## src/rtl/uart_pkg.sv

```systemverilog
// uart_pkg: shared UART definitions for the transmitter and the receiver.
//   UART_DATA_BITS  - payload bits per frame
//   UART_IDX_W      - width of the data bit index
//   uart_state_e    - frame state encoding (IDLE=0 .. STOP=4, 3 bits)
//   uart_even_parity- even parity over one payload byte
package uart_pkg;

  localparam int unsigned UART_DATA_BITS = 8;
  localparam int unsigned UART_IDX_W     = $clog2(UART_DATA_BITS);
  localparam int unsigned UART_STATE_W   = 3;

  typedef enum logic [UART_STATE_W-1:0] {
    ST_IDLE   = 3'd0,
    ST_START  = 3'd1,
    ST_DATA   = 3'd2,
    ST_PARITY = 3'd3,
    ST_STOP   = 3'd4
  } uart_state_e;

  // Even parity: the parity bit makes the total count of ones even.
  function automatic logic uart_even_parity(input logic [UART_DATA_BITS-1:0] data);
    return ^data;
  endfunction

endpackage

```

## src/rtl/uart_bit_timer.sv

```systemverilog
// uart_bit_timer: free-running bit-period counter for the UART transmitter.
//   clk      - system clock, rising edge
//   reset    - synchronous active-high reset, clears the count
//   clear    - holds the count at zero (used while the line is idle)
//   tick     - high on the last cycle of a bit period (count CLKS_PER_BIT-1)
//   pre_tick - high one cycle before tick (count CLKS_PER_BIT-2)
module uart_bit_timer #(
  parameter int unsigned CLKS_PER_BIT = 5208
) (
  input  logic clk,
  input  logic reset,
  input  logic clear,
  output logic tick,
  output logic pre_tick
);

  localparam int unsigned CNT_W = $clog2(CLKS_PER_BIT);

  logic [CNT_W-1:0] r_count;

  // Counts 0..CLKS_PER_BIT-1 and wraps, so consecutive bits need no restart.
  always_ff @(posedge clk) begin
    if (reset || clear) begin
      r_count <= '0;
    end else if (tick) begin
      r_count <= '0;
    end else begin
      r_count <= r_count + CNT_W'(1);
    end
  end

  assign tick     = (r_count == CNT_W'(CLKS_PER_BIT - 1));
  // Look-ahead lets done/ready be registered yet line up with the final stop cycle.
  assign pre_tick = (r_count == CNT_W'(CLKS_PER_BIT - 2));

endmodule

```

## src/rtl/uart_transmitter.sv

```systemverilog
// uart_transmitter: 8N1 UART transmitter (8E1 with UART_TX_PARITY_EN defined).
//   clk    - system clock, rising edge
//   reset  - synchronous active-high reset; aborts any frame in progress
//   dataIn - byte to transmit, sampled only on an accepted send
//   send   - request strobe, accepted when send=1 and ready=1 at a rising edge
//   ready  - high when a send will be accepted
//   done   - one-cycle pulse on the final cycle of the stop bit
//   txOut  - serial line, idle high, LSB first
// Optional build macro: UART_TX_PARITY_EN adds an even-parity bit after the data.
module uart_transmitter
  import uart_pkg::*;
#(
  parameter int unsigned CLKS_PER_BIT = 5208
) (
  input  logic                      clk,
  input  logic                      reset,
  input  logic [UART_DATA_BITS-1:0] dataIn,
  input  logic                      send,
  output logic                      ready,
  output logic                      done,
  output logic                      txOut
);

  uart_state_e               r_state;
  uart_state_e               w_state_next;
  logic [UART_DATA_BITS-1:0] r_shift;
  logic [UART_DATA_BITS-1:0] w_shift_next;
  logic [UART_IDX_W-1:0]     r_idx;
  logic [UART_IDX_W-1:0]     w_idx_next;
  logic                      r_tx;
  logic                      r_ready;
  logic                      r_done;
  logic                      w_tx_next;
  logic                      w_ready_next;
  logic                      w_done_next;
  logic                      w_tick;
  logic                      w_pre_tick;
  logic                      w_accept;
  logic                      w_clear;
  logic                      w_last_bit;
`ifdef UART_TX_PARITY_EN
  logic                      r_parity;
`endif

  assign w_accept   = send && r_ready;
  assign w_clear    = (r_state == ST_IDLE);
  assign w_last_bit = (r_idx == UART_IDX_W'(UART_DATA_BITS - 1));

  uart_bit_timer #(
    .CLKS_PER_BIT(CLKS_PER_BIT)
  ) u_bit_timer (
    .clk     (clk),
    .reset   (reset),
    .clear   (w_clear),
    .tick    (w_tick),
    .pre_tick(w_pre_tick)
  );

  // State register.
  always_ff @(posedge clk) begin
    if (reset) begin
      r_state <= ST_IDLE;
    end else begin
      r_state <= w_state_next;
    end
  end

  // Next-state logic; a send on the last stop cycle chains straight into START.
  always_comb begin
    w_state_next = r_state;
    case (r_state)
      ST_IDLE: begin
        if (w_accept) w_state_next = ST_START;
      end
      ST_START: begin
        if (w_tick) w_state_next = ST_DATA;
      end
      ST_DATA: begin
        if (w_tick && w_last_bit) begin
`ifdef UART_TX_PARITY_EN
          w_state_next = ST_PARITY;
`else
          w_state_next = ST_STOP;
`endif
        end
      end
`ifdef UART_TX_PARITY_EN
      ST_PARITY: begin
        if (w_tick) w_state_next = ST_STOP;
      end
`endif
      ST_STOP: begin
        if (w_tick) w_state_next = w_accept ? ST_START : ST_IDLE;
      end
      default: w_state_next = ST_IDLE;
    endcase
  end

  // Output logic: next values of the registered line, done and ready.
  always_comb begin
    w_tx_next    = 1'b1;
    w_done_next  = 1'b0;
    w_ready_next = 1'b0;
    case (w_state_next)
      ST_START:  w_tx_next = 1'b0;
      ST_DATA:   w_tx_next = w_shift_next[0];
`ifdef UART_TX_PARITY_EN
      ST_PARITY: w_tx_next = r_parity;
`endif
      default:   w_tx_next = 1'b1;
    endcase
    w_done_next  = (r_state == ST_STOP) && w_pre_tick;
    w_ready_next = (w_state_next == ST_IDLE) || w_done_next;
  end

  // Shift register and bit index: load on accept, shift at the end of each data bit.
  always_comb begin
    w_shift_next = r_shift;
    w_idx_next   = r_idx;
    if (w_accept) begin
      w_shift_next = dataIn;
      w_idx_next   = '0;
    end else if ((r_state == ST_DATA) && w_tick) begin
      w_shift_next = {1'b0, r_shift[UART_DATA_BITS-1:1]};
      w_idx_next   = r_idx + UART_IDX_W'(1);
    end
  end

  always_ff @(posedge clk) begin
    if (reset) begin
      r_shift <= '0;
      r_idx   <= '0;
    end else begin
      r_shift <= w_shift_next;
      r_idx   <= w_idx_next;
    end
  end

`ifdef UART_TX_PARITY_EN
  // Parity taken from the byte as accepted; later dataIn changes cannot disturb it.
  always_ff @(posedge clk) begin
    if (reset) begin
      r_parity <= 1'b0;
    end else if (w_accept) begin
      r_parity <= uart_even_parity(dataIn);
    end
  end
`endif

  // Output registers.
  always_ff @(posedge clk) begin
    if (reset) begin
      r_tx    <= 1'b1;
      r_ready <= 1'b1;
      r_done  <= 1'b0;
    end else begin
      r_tx    <= w_tx_next;
      r_ready <= w_ready_next;
      r_done  <= w_done_next;
    end
  end

  assign txOut = r_tx;
  assign ready = r_ready;
  assign done  = r_done;

endmodule

```

## config.mk

```make
export PLATFORM = sky130hd
export DESIGN_NAME = uart_transmitter
export DESIGN_NICKNAME = d
export VERILOG_FILES = /design/src/rtl/uart_pkg.sv /design/src/rtl/uart_bit_timer.sv /design/src/rtl/uart_transmitter.sv
export SDC_FILE = /design/constraint.sdc
export NUM_CORES = 1
export LEC_CHECK = 0
export ABC_AREA = 0
export CAP_MARGIN = 20
export CORE_MARGIN = 3
export CORE_UTILIZATION = 41
export DETAILED_ROUTE_END_ITERATION = 7
export GPL_TIMING_DRIVEN = 0
export PLACE_DENSITY_LB_ADDON = 0.05
export SKIP_LAST_GASP = 1
export SYNTH_ARGS = -nofsm -noshare
export SYNTH_HDL_FRONTEND = slang
export SYNTH_SLANG_ARGS = --single-unit
```

## constraint.sdc

```tcl
create_clock -name clk -period 2.4 [get_ports clk]
set_clock_uncertainty 0.2 [all_clocks]
set_input_delay 0.72 -clock clk [delete_from_list [all_inputs] [get_ports clk]]
set_output_delay 0.72 -clock clk [all_outputs]
set_load 0.01 [all_outputs]
```

# After elaboration in Yosys (flattened, before gate mapping)
# Cells that the tools add are included.
dict set report word_totals {
  input_bits 11
  output_inout_bits 3
  reg_bits 30
  wordCells 38
}
dict set report op_classes {
  n_reduce_logical 11
  eq_ne 8
  addsub 2
  n_mux 9
}
# cell n
set op_table {}
lappend op_table {{13-bit equality test (second input constant)} 2}
lappend op_table {{8-bit 2-to-1 mux} 2}
lappend op_table {{13-bit by 1-bit adder with 13-bit output (second input constant)} 1}
lappend op_table {{3-bit 2-to-1 mux} 4}
lappend op_table {{3-bit case mux with 4 select lines} 1}
lappend op_table {{3-bit by 1-bit equality test with 1-bit output (second input constant)} 2}
lappend op_table {{3-bit by 2-bit equality test with 1-bit output (second input constant)} 2}
lappend op_table {{3-bit equality test (second input constant)} 2}
lappend op_table {{3-bit logical NOT} 2}
lappend op_table {{1-bit logical AND} 4}
lappend op_table {{2-bit OR reduction} 2}
lappend op_table {{3-bit by 1-bit adder with 3-bit output (second input constant)} 1}
lappend op_table {{1-bit logical OR} 2}
lappend op_table {{1-bit case mux with 2 select lines} 1}
lappend op_table {{2-bit nonzero test} 1}
lappend op_table {{1-bit 2-to-1 mux} 1}

# Depth between registers and ports, before layout
# Gate-level depths: netlist of the first run.
dict set report depth {
  word_depth 6
  depth_mapped 7
  ltp_nobuf 6
}

# Cells and area by module
# A second synthesis of the first run with hierarchy kept.
dict set report hier_totals {
  cells_unflattened 154
  hier_area_um2 1420.1
}
# module cells_each n_inst seq_area_each_um2 area_each_um2
set modules_own_cells {}
lappend modules_own_cells {uart_transmitter 82 1 340.3 780.7}
lappend modules_own_cells {uart_bit_timer 72 1 260.2 639.4}

# Worst setup path before layout of the first run
# Ideal clock, no wire load.
dict set report synth_path {
  path_type {input port to flip-flop}
  start {input send}
  end {register r_tx (netlist: txOut)}
  setup_ps 70
  cell_stages 6
  arrival_time_ps 1921
  required_time_ps 2130
  slack_ps 209
  path_buffers 1
  cell_sequence {and2_1 > clkbuf_1 > or4b_2 > o21ai_0 > a31oi_1 > a21oi_1}
}
dict set report synth_via {
  elab_chain_len 6
  elab_cells_between_ends 9
  classes_between {eq/ne: 2; mux: 6; reduce/logical: 1}
}
# element line_no
set synth_rtl {}
lappend synth_rtl {{from (decl)} uart_transmitter.sv:18} ;# input logic send,
lappend synth_rtl {{1-bit logical AND (*)} uart_transmitter.sv:45} ;# assign w_accept = send && r_ready;
lappend synth_rtl {{1-bit 2-to-1 mux} uart_transmitter.sv:93} ;# if (w_tick) w_state_next = w_accept ? ST_START : ST_IDLE;
lappend synth_rtl {{3-bit 2-to-1 mux} uart_transmitter.sv:93}
lappend synth_rtl {{3-bit case mux with 4 select lines} uart_transmitter.sv:71} ;# case (r_state)
lappend synth_rtl {{3-bit by 2-bit equality test with 1-bit output / 3-bit by 1-bit equality test with 1-bit output (equally long branches)} uart_transmitter.sv:104} ;# case (w_state_next)
lappend synth_rtl {{1-bit case mux with 2 select lines (*)} uart_transmitter.sv:104}
lappend synth_rtl {{to (signal assigned)} uart_transmitter.sv:157} ;# r_tx <= w_tx_next;
lappend synth_rtl {{to (decl)} uart_transmitter.sv:30} ;# logic r_tx;
# Mark *: on every way between the ends. The rest lies on a longest branch, timed or not.
# A chain may end at the register's enable or synchronous reset.

# Final worst setup path of the first run
# Same ends and word-level chain as after synthesis.

==> flow_summary.yaml, run 1 <==
worst_setup_path:
  startpoint_type: "input port"
  critPathArrivalTime_ns: 2.39
  end_kind: "flip-flop"
  path_class: "in -> reg"
  required_ns: 2.45
  crit_fanout: 7
placed_design:
  dpl.cell_count: 205
  io_buffer_count: 12
  postPlaceCellArea_sq_mm: 0.001550
  routabilityCongestion: 0.7326
  dp_hpwl_mm: 1.846
clock_network:
  postCtsSetupBuffers: 0
  htreeDepth: 2
  cts_tree: "yes"
  ctsLongestPathBuffers: 2
  hold_buffers: 0
  postCtsResizedCells: 0
  cts_buffers: 5
  worstSkewPairLatency_ns: 0.32
  clkSinkCount: 30
  path_clk_slew_ns: 0.09
  ctsRootBufferMaster: "clkbuf_4"
drt:
  avgViaCountPerCell: 5.090
  drcViolationCount: 0
  vias: 1079
  ant_nets: 0
  dr.pass1.iters: 4
  wl_per_cell_um: 12.05
  routed_wl_mm: 2.554
  drtIter0Drc: 78
global_route:
  track_usage: 0.1442
  grt_first_pass_wirelength_mm: 4.616
  antenna_found_initial: 0
  grt_max_degree: 11
  grt_overflow: 0
  grt_pass1_vias: 1059
synthesis:
  ys_types: 35
  synthCells: 149
  synth_seq_area_share: 0.4368
  avgSynthCellArea_sq_um: 9.229
  yosys_warnings: 0
  syn_nets: 164
  ys_seq_elements: 30
  syn_area_sq_mm: 0.001375
sta:
  fin_crit_sh: 0.9711
  fmax_mhz: 429.1
  tns_ns: 0
  rsz0062_at_grt: "no"
  hold_viol_final: 0
  fin_crit_ns: 2.331
  setup_violations: 0
  finalMaxSlewViolations: 0
  slew_headroom: 0.6465
  tightestPinTransition_ns: 0.5169
final_layout:
  stdcell_area_sq_mm: 0.001628
  fin_nets: 182
  layout-drive-gt1-share: 0.1250
  area_growth_pct: 18.38
  num_antenna_cells: 0
  fin_cells: 212
die:
  fp.dieH_um: 63.91
  pin_count: 14
  dieArea_sq_mm: 0.004084
  die_x_um: 63.91
  core_region_area_sq_mm: 0.003128
  placementRows: 20
  initial_core_util: 0.4396
status:
  run_status: "completed"
power_and_ir_drop:
  power_uw: 918.8
  pwr_density_cell_mw_per_mm2: 564.4
  combPwrFrac: 0.094
  ir_worst_vdd_v: 0.0003160
  seqPwrFrac: 0.572
  power.switching_uw: 219.1
  clkPwrFrac: 0.334
  p_int_uw: 699.7
  p_leak_nw: 0.5932
  sw_frac_of_total: 0.2384
flow_run:
  maxCapViolCount: 0
min_path:
  min_path_type: "reg -> reg"
## cell usage in the layout (no fill, tap or decap), types with 2 or more instances in the layout
| master | instances |
|---|---|
| nand2_1 | 8 |
| a21oi_1 | 6 |
| nor3_1 | 5 |
| clkbuf_1 | 6 |
| nand4_1 | 3 |
| nor2_1 | 23 |
| or4b_2 | 2 |
| inv_1 | 4 |
| xor2_1 | 6 |
| dfxtp_1 | 29 |
| ha_1 | 3 |
| or3_1 | 3 |
| a211oi_1 | 6 |
| mux2i_1 | 8 |
| clkdlybuf4s50_1 | 12 |
| nand3_1 | 7 |
| clkbuf_4 | 5 |
| o21ai_0 | 4 |
| xnor2_1 | 5 |
## flip-flops by register name, summed over array words and instances, names as in the netlist
name                 flops
ready                    1
txOut                    1
u_bit_timer.r_count     13
done                     1
r_shift                  8
r_idx                    3
r_state                  3
## worst paths after layout
| path | from | endpoint | slack [ns] | cells after the start |
|---|---|---|---|---|
| max | send | txOut | 0.07 | 6 |
| min | u_bit_timer.r_count[0] | u_bit_timer.r_count[0] | 0.27 | 1 |
| max reg2reg | u_bit_timer.r_count[1] | txOut | 0.17 | 7 |
| min reg2reg | u_bit_timer.r_count[0] | u_bit_timer.r_count[0] | 0.27 | 1 |
## metal layers
| layer | track usage | share of wire | up-vias |
|---|---|---|---|
| met5 | 0 | 0 | - |
| met4 | 0.05121 | 0.015 | 0 |
| met3 | 0.06327 | 0.039 | 4 |
| met2 | 0.2219 | 0.44 | 19 |
| met1 | 0.1778 | 0.51 | 493 |
| li1 | - | - | 563 |
## stage by stage
| stage | setup WS [ns] | util | hold slack (ns) |
|---|---|---|---|
| after floorplan | 0.2094 | - | 0.2297 |
| after global placement | -0.3643 | 0.4956 | 0.2434 |
| after detailed placement | -0.3914 | 0.4956 | 0.2555 |
| after CTS | 0.05222 | 0.5136 | 0.2760 |
| after global routing | 0.006309 | 0.5204 | 0.2953 |
| final | 0.06928 | 0.5204 | 0.2697 |
## critical path, stage by stage
cell	delay, ns
clkdlybuf4s50_1	0.41
and2_2	0.25
or4b_2	0.62
o21ai_1	0.17
a31oi_2	0.07
a21oi_1	0.14
## power groups by stage
stage / Combinational, mW / Clock (mW) / Sequential [mW]
after floorplan: 0.0501 / 0 / 0.535
after global placement: 0.0844 / 0 / 0.536
after detailed placement: 0.0861 / 0 / 0.536
after CTS: 0.0858 / 0.322 / 0.524
after global routing: 0.0972 / 0.349 / 0.528
final: 0.0865 / 0.307 / 0.525
## cells in the mapped netlist
| library cell | instances | share of area |
|---|---|---|
| and4_1 | 1 | 0.0064 |
| and2_1 | 1 | 0.0046 |
| nor3b_4 | 1 | 0.014 |
| or4_1 | 1 | 0.0055 |
| nand4_4 | 1 | 0.015 |
| o211ai_1 | 1 | 0.0055 |
| a2111oi_0 | 1 | 0.0064 |
| o22ai_1 | 1 | 0.0046 |
| nor3_4 | 1 | 0.012 |
| o21ai_0 | 5 | 0.018 |
| a211oi_1 | 6 | 0.033 |
| o31a_2 | 1 | 0.0073 |
| or3_4 | 1 | 0.0082 |
| nor3_1 | 5 | 0.018 |
| xnor2_1 | 5 | 0.032 |
| or3_1 | 3 | 0.014 |
| nand2_1 | 8 | 0.022 |
| buf_6 | 1 | 0.0082 |
| nor3_2 | 1 | 0.0073 |
| mux2i_1 | 8 | 0.058 |
| xor2_1 | 6 | 0.038 |
| or4b_2 | 2 | 0.015 |
| a21oi_1 | 6 | 0.022 |
| nor2_1 | 23 | 0.063 |
| nor2b_1 | 1 | 0.0046 |
| nand2b_1 | 1 | 0.0046 |
| or2_2 | 1 | 0.0046 |
| a31oi_1 | 1 | 0.0046 |
| ha_1 | 4 | 0.036 |
| dfxtp_1 | 30 | 0.44 |
| inv_1 | 4 | 0.011 |
| nand4_1 | 3 | 0.014 |
| clkbuf_1 | 6 | 0.016 |
| nand3_1 | 7 | 0.025 |
| nand3b_1 | 1 | 0.0055 |
## cell type report
| class | count | area (sq um) |
|---|---|---|
| multi-input combinational | 108 | 745.7 |
| clock inverter | 1 | 5.005 |
| clock buffer | 7 | 55.05 |
| fill | 312 | 1500 |
| sequential | 30 | 601.8 |
| inverter | 4 | 15.01 |
| timing repair buffer | 12 | 120.1 |
| buffer | 6 | 30.03 |
| tap | 44 | 55.05 |
## cell families (layout without fill, tap and decap cells)
logic type / count (synthesis) / after routing / share of synthesized area
simple gates: 63 / 63 / 0.2621
flops: 30 / 30 / 0.4368
compound gates: 22 / 22 / 0.1010
xor+xnor: 11 / 11 / 0.07006
buf+inv: 11 / 30 / 0.03548
mux: 8 / 8 / 0.05824
fa+ha+maj: 4 / 4 / 0.03640
Power figures use the tool's default switching activity.
==> run 2: changes to the inputs <==
- CORE_UTILIZATION: 41 -> 55
- SYNTH_HIERARCHICAL: unset -> 1
==> run 2 against run 1 <==
- first-iteration DRC count shrank 76%
- wire length is 9.6% higher
- critical path type is now reg -> reg
- largest power group unchanged
- final cell count shrank 4.2%
- largest cell class unchanged
==> flow_summary.yaml, run 2 <==
status:
  run_status: "completed"
final_layout:
  largest_register: "u_bit_timer/r_count"
  nFillCells: 177
  fin_nets: 190
  layout-drive-gt1-share: 0.1429
  largest_reg_flops: 13
  multi_input_area_sq_um: 774.5
  mostFrequentLayoutCells: "dfxtp_1, nor2_1, clkdlybuf4s50_1"
  num_antenna_cells: 0
  final_common_cell: "dfxtp_1"
  area_growth_pct: 19.12
  postLayoutCoreUtil: 0.7296
  final-seq-area_sq_um: 603.1
  stdcell_area_sq_mm: 0.001692
  reg_top3: "u_bit_timer/r_count: 13 flops, r_shift: 8 flops"
synthesis:
  synthMostInstantiatedCell: "dfxtp_1"
  synthCells: 154
  synthFlopType: "dfxtp_1"
  synth_top_area_share: 0.4229
  avgSynthCellArea_sq_um: 9.222
  synth_top_area_cell: "dfxtp_1"
  ys_top_cells_by_area: "dfxtp_1, nor2_1, mux2i_1"
  synth_enable_flop_cells: 0
  ys_seq_elements: 30
  ys_types: 34
  synth_common_cells: "dfxtp_1, nor2_1, xnor2_1, mux2i_1, nand2_1"
  syn_nets: 170
  synth_seq_area_share: 0.4229
  synth-async-reset-ratio: 0
  yosys_warnings: 6
  syn_area_sq_mm: 0.001420
placed_design:
  dp_hpwl_mm: 1.914
  io_buffer_count: 13
  routabilityCongestion: 0.7779
  dp_slack_ns: -0.1273
  postPlaceCellArea_sq_mm: 0.001585
die:
  initial_core_util: 0.6125
  core_region_area_sq_mm: 0.002318
  fp.dieH_um: 56.82
  placementRows: 17
  dieArea_sq_mm: 0.003228
  pin_count: 14
  die_x_um: 56.82
clock_network:
  postCtsSetupBuffers: 0
  path_clk_slew_ns: 0.09
  ctsLongestPathBuffers: 2
  worstSkewPairLatency_ns: 0.32
  ctsRootBufferMaster: "clkbuf_4"
  clkSinkCount: 30
  cts_buffers: 5
  hold_buffers: 0
  htreeDepth: 2
  cts_tree: "yes"
power_and_ir_drop:
  ir_worst_vdd_v: 0.0004598
  p_leak_nw: 0.5639
  pwr_density_cell_mw_per_mm2: 580.0
worst_setup_path:
  crit_fanout: 6
  required_ns: 2.40
  startpoint_type: "flip-flop"
  end_kind: "flip-flop"
  path_class: "reg -> reg"
  critPathArrivalTime_ns: 2.31
global_route:
  antenna_found_initial: 0
  grt_overflow: 0
  grt_max_degree: 11
  track_usage: 0.1868
  grt_first_pass_wirelength_mm: 4.678
  grt_pass1_vias: 1070
drt:
  wl_per_cell_um: 13.79
  ant_nets: 0
  route.met3.wl_um: 106
  routed_wl_mm: 2.800
  dr.pass1.iters: 4
  met2_length_mm: 1.318
  drcViolationCount: 0
  vias: 1105
  avgViaCountPerCell: 5.443
  drtIter0Drc: 19
  wl_met1_mm: 1.339
  highest_layer: "met4"
sta:
  fin_crit_ns: 2.314
  finalMaxSlewViolations: 0
  setup_violations: 0
  fin_crit_sh: 0.9641
  fmax_mhz: 432.2
  tightestPinTransition_ns: 0.4475
  tns_ns: 0
  holdWs_ns: 0.2838
  hold_viol_final: 0
  slew_headroom: 0.7016
  fin_ws_ns: 0.08607
min_path:
  min_path_type: "reg -> reg"
flow_run:
  maxCapViolCount: 0
[run 2: cell types whose count changed after synthesis, sizes merged, moves of 3 or more]
| cell | before | now |
|---|---|---|
| xor2 | 6 | 2 |
| or3 | 4 | 1 |
| nor2 | 23 | 26 |
| clkbuf | 6 | 3 |
| buf | 1 | 5 |
| xnor2 | 5 | 10 |
| o21ai | 5 | 2 |
| nor4 | 0 | 6 |
[run 2: timing repair]
action,4_1_cts,5_1_grt
endpoints found under the setup margin,10,9
resized for setup,1,5
pin swaps,0,1
[run 2: final timing paths]
check | startpoint | endpoint | slack [ns] | cells after the start
max reg2reg | u_bit_timer/r_count[0] | txOut | 0.09 | 7
max | u_bit_timer/r_count[0] | txOut | 0.09 | 7
min reg2reg | u_bit_timer/r_count[0] | u_bit_timer/r_count[0] | 0.28 | 1
min | u_bit_timer/r_count[0] | u_bit_timer/r_count[0] | 0.28 | 1
[run 2: layer usage]
layer	GRT usage	up-vias
li1	-	572
met1	0.2277	504
met2	0.2904	24
met3	0.08046	5
met4	0.06954	0
met5	0	-
[run 2: logic make-up after synthesis]
family | Yosys count | synth area share
and+or+nand+nor | 68 | 0.2449
DFF | 30 | 0.4229
AOI/OAI and AO/OA | 18 | 0.1013
xor gates and xnor gates | 12 | 0.07401
buffers and inverters | 12 | 0.04933
muxes | 9 | 0.06344
adders and majority gates | 5 | 0.04405
[run 2: where the power goes]
group | leakage [nW] | switching [mW] | internal, mW
registers | 0.245 | 0.00996 | 0.515
logic | 0.274 | 0.0412 | 0.0453
clock network | 0.0446 | 0.170 | 0.200
total | 0.564 | 0.221 | 0.760
[run 2: final cells by class]
class	instances	area share
clock buffer	8	0.04660
timing repair buffer	13	0.07692
sequential	30	0.3565
buffer	8	0.03254
multi-input combinational	112	0.4578
tap	28	0.02071
inverter	4	0.008876
[run 2: worst max-delay path, cell delays in order (launching register included)]
cell      delay, ns
dfxtp_2        0.39
ha_1           0.24
nand2_2        0.12
nor4_4         0.35
nand2b_4       0.20
or4b_1         0.47
o21ai_0        0.10
o311ai_1       0.12
[run 2: stage by stage]
stage	power [mW]	cells
4_1_cts	0.9919	203
3_5_place_dp	0.6210	195
3_3_place_gp	0.6183	195
5_1_grt	1.029	203
6_report	0.9811	203
2_1_floorplan	0.5853	154
==> run 3: changes to the inputs <==
- ABC_AREA: 0 -> unset
- PLACE_DENSITY_LB_ADDON: 0.05 -> 0.25
==> run 3 against run 2 <==
- non-clock buffer count is 1 higher
- critical path depth stayed put
- maximum frequency is 2.6% higher
- wire length is 2.4% lower
- sequential power hardly changed
- register-to-register slack better by 0.06 ns
- hold slack worse by 0.015 ns
- final cell count is 0.49% higher
- largest power group unchanged
==> flow_summary.yaml, run 3 (synthesized netlist as in run 2, its figures left out) <==
final_layout:
  largest_register: "u_bit_timer/r_count"
  fin_nets: 191
  mostFrequentLayoutCells: "dfxtp_1, nor2_1, clkdlybuf4s50_1"
  reg_top3: "u_bit_timer/r_count: 13 flops, r_shift: 8 flops"
  layout-drive-gt1-share: 0.1477
  final-seq-area_sq_um: 605.6
  largest_reg_flops: 13
  area_growth_pct: 18.68
  final_common_cell: "dfxtp_1"
  multi_input_area_sq_um: 777.0
  postLayoutCoreUtil: 0.7269
  stdcell_area_sq_mm: 0.001685
  num_antenna_cells: 0
  nFillCells: 182
die:
  pin_count: 14
  dieArea_sq_mm: 0.003228
  core_region_area_sq_mm: 0.002318
  fp.dieH_um: 56.82
  die_x_um: 56.82
  placementRows: 17
  initial_core_util: 0.6125
global_route:
  track_usage: 0.1882
  grt_max_degree: 11
  grt_pass1_vias: 1079
  grt_overflow: 0
  grt_first_pass_wirelength_mm: 4.643
  antenna_found_initial: 0
clock_network:
  ctsRootBufferMaster: "clkbuf_4"
  ctsLongestPathBuffers: 2
  cts_tree: "yes"
  clkSinkCount: 30
  cts_buffers: 5
  hold_buffers: 0
  worstSkewPairLatency_ns: 0.33
  htreeDepth: 2
  path_clk_slew_ns: 0.09
placed_design:
  dp_hpwl_mm: 1.903
  io_buffer_count: 13
  routabilityCongestion: 0.7323
  dp_slack_ns: -0.1207
  postPlaceCellArea_sq_mm: 0.001585
drt:
  drcViolationCount: 0
  avgViaCountPerCell: 5.618
  routed_wl_mm: 2.733
  vias: 1146
  drtIter0Drc: 27
  dr.pass1.iters: 4
  wl_per_cell_um: 13.40
  ant_nets: 0
sta:
  finalMaxSlewViolations: 0
  hold_viol_final: 0
  fin_ws_ns: 0.1439
  fmax_mhz: 443.2
  slew_headroom: 0.7010
  tightestPinTransition_ns: 0.4485
  fin_crit_sh: 0.9400
  setup_violations: 0
  fin_crit_ns: 2.256
flow_run:
  maxCapViolCount: 0
power_and_ir_drop:
  p_leak_nw: 0.5601
  pwr_density_cell_mw_per_mm2: 548.1
  ir_worst_vdd_v: 0.0004526
worst_setup_path:
  required_ns: 2.41
  critPathArrivalTime_ns: 2.27
  path_class: "reg -> reg"
  end_kind: "flip-flop"
  startpoint_type: "flip-flop"
  crit_fanout: 6
status:
  run_status: "completed"
min_path:
  min_path_type: "reg -> reg"
[run 3: cell types whose count changed in the layout (fill, tap and decap cells not counted)]
cell | previous run | this run
clkbuf_8 | 3 | 1
buf_4 | 0 | 1
clkbuf_1 | 3 | 4
clkinv_2 | 0 | 1
dfxtp_2 | 2 | 1
dfxtp_4 | 0 | 1
nand2_1 | 8 | 7
nand2_2 | 1 | 2
[run 3: routing by layer]
metal	vias up	share of wire	GRT usage	wire length, um
met4	0	0.023	0.09272	62
met1	530	0.47	0.2451	1292
met5	-	0	0	0
met3	7	0.055	0.07126	149
li1	582	-	-	-
met2	27	0.45	0.2706	1229
[run 3: final timing paths]
path	from	slack [ns]	to	cells after the start
max reg2reg	u_bit_timer/r_count[0]	0.14	txOut	7
max	u_bit_timer/r_count[0]	0.14	txOut	7
min reg2reg	u_bit_timer/r_count[0]	0.27	u_bit_timer/r_count[0]	1
min	u_bit_timer/r_count[0]	0.27	u_bit_timer/r_count[0]	1
[run 3: layout make-up]
type                       instances  area share
clock buffer                       7     0.03267
tap                               28     0.02079
clock inverter                     1    0.002970
sequential                        30      0.3593
multi-input combinational        112      0.4610
timing repair buffer              14     0.08166
inverter                           4    0.008909
buffer                             8     0.03267
[run 3: repair_timing]
item / 4_1_cts / 5_1_grt
gates resized for setup: 2 / 6
pin swaps: 0 / 2
buffers inserted: 0 / 1
setup endpoints to repair: 11 / 5
[run 3: worst max-delay path, cell delays in order (launching register included)]
cell and delay [ns]:
dfxtp_4 0.39, ha_1 0.21, nand2_2 0.11, nor4_4 0.34
nand2b_4 0.20, or4b_1 0.47, o21ai_0 0.10, o311ai_1 0.11
[run 3: power by group]
group          total [mW]  internal [mW]  switching, mW
logic              0.0865         0.0452         0.0413
clock network       0.313          0.142          0.171
registers           0.524          0.514         0.0101
total               0.924          0.701          0.223
[run 3: stage by stage]
step	setup TNS, ns	hold WS (ns)	cells	total power, mW
after global placement	-0.2524	0.2689	195	0.6178
final	0	0.2690	204	0.9238
after CTS	0	0.3017	203	0.9319
after global routing	-0.004401	0.2908	204	0.9664
after floorplan	0	0.2557	154	0.5853
after detailed placement	-0.6349	0.2872	195	0.6215
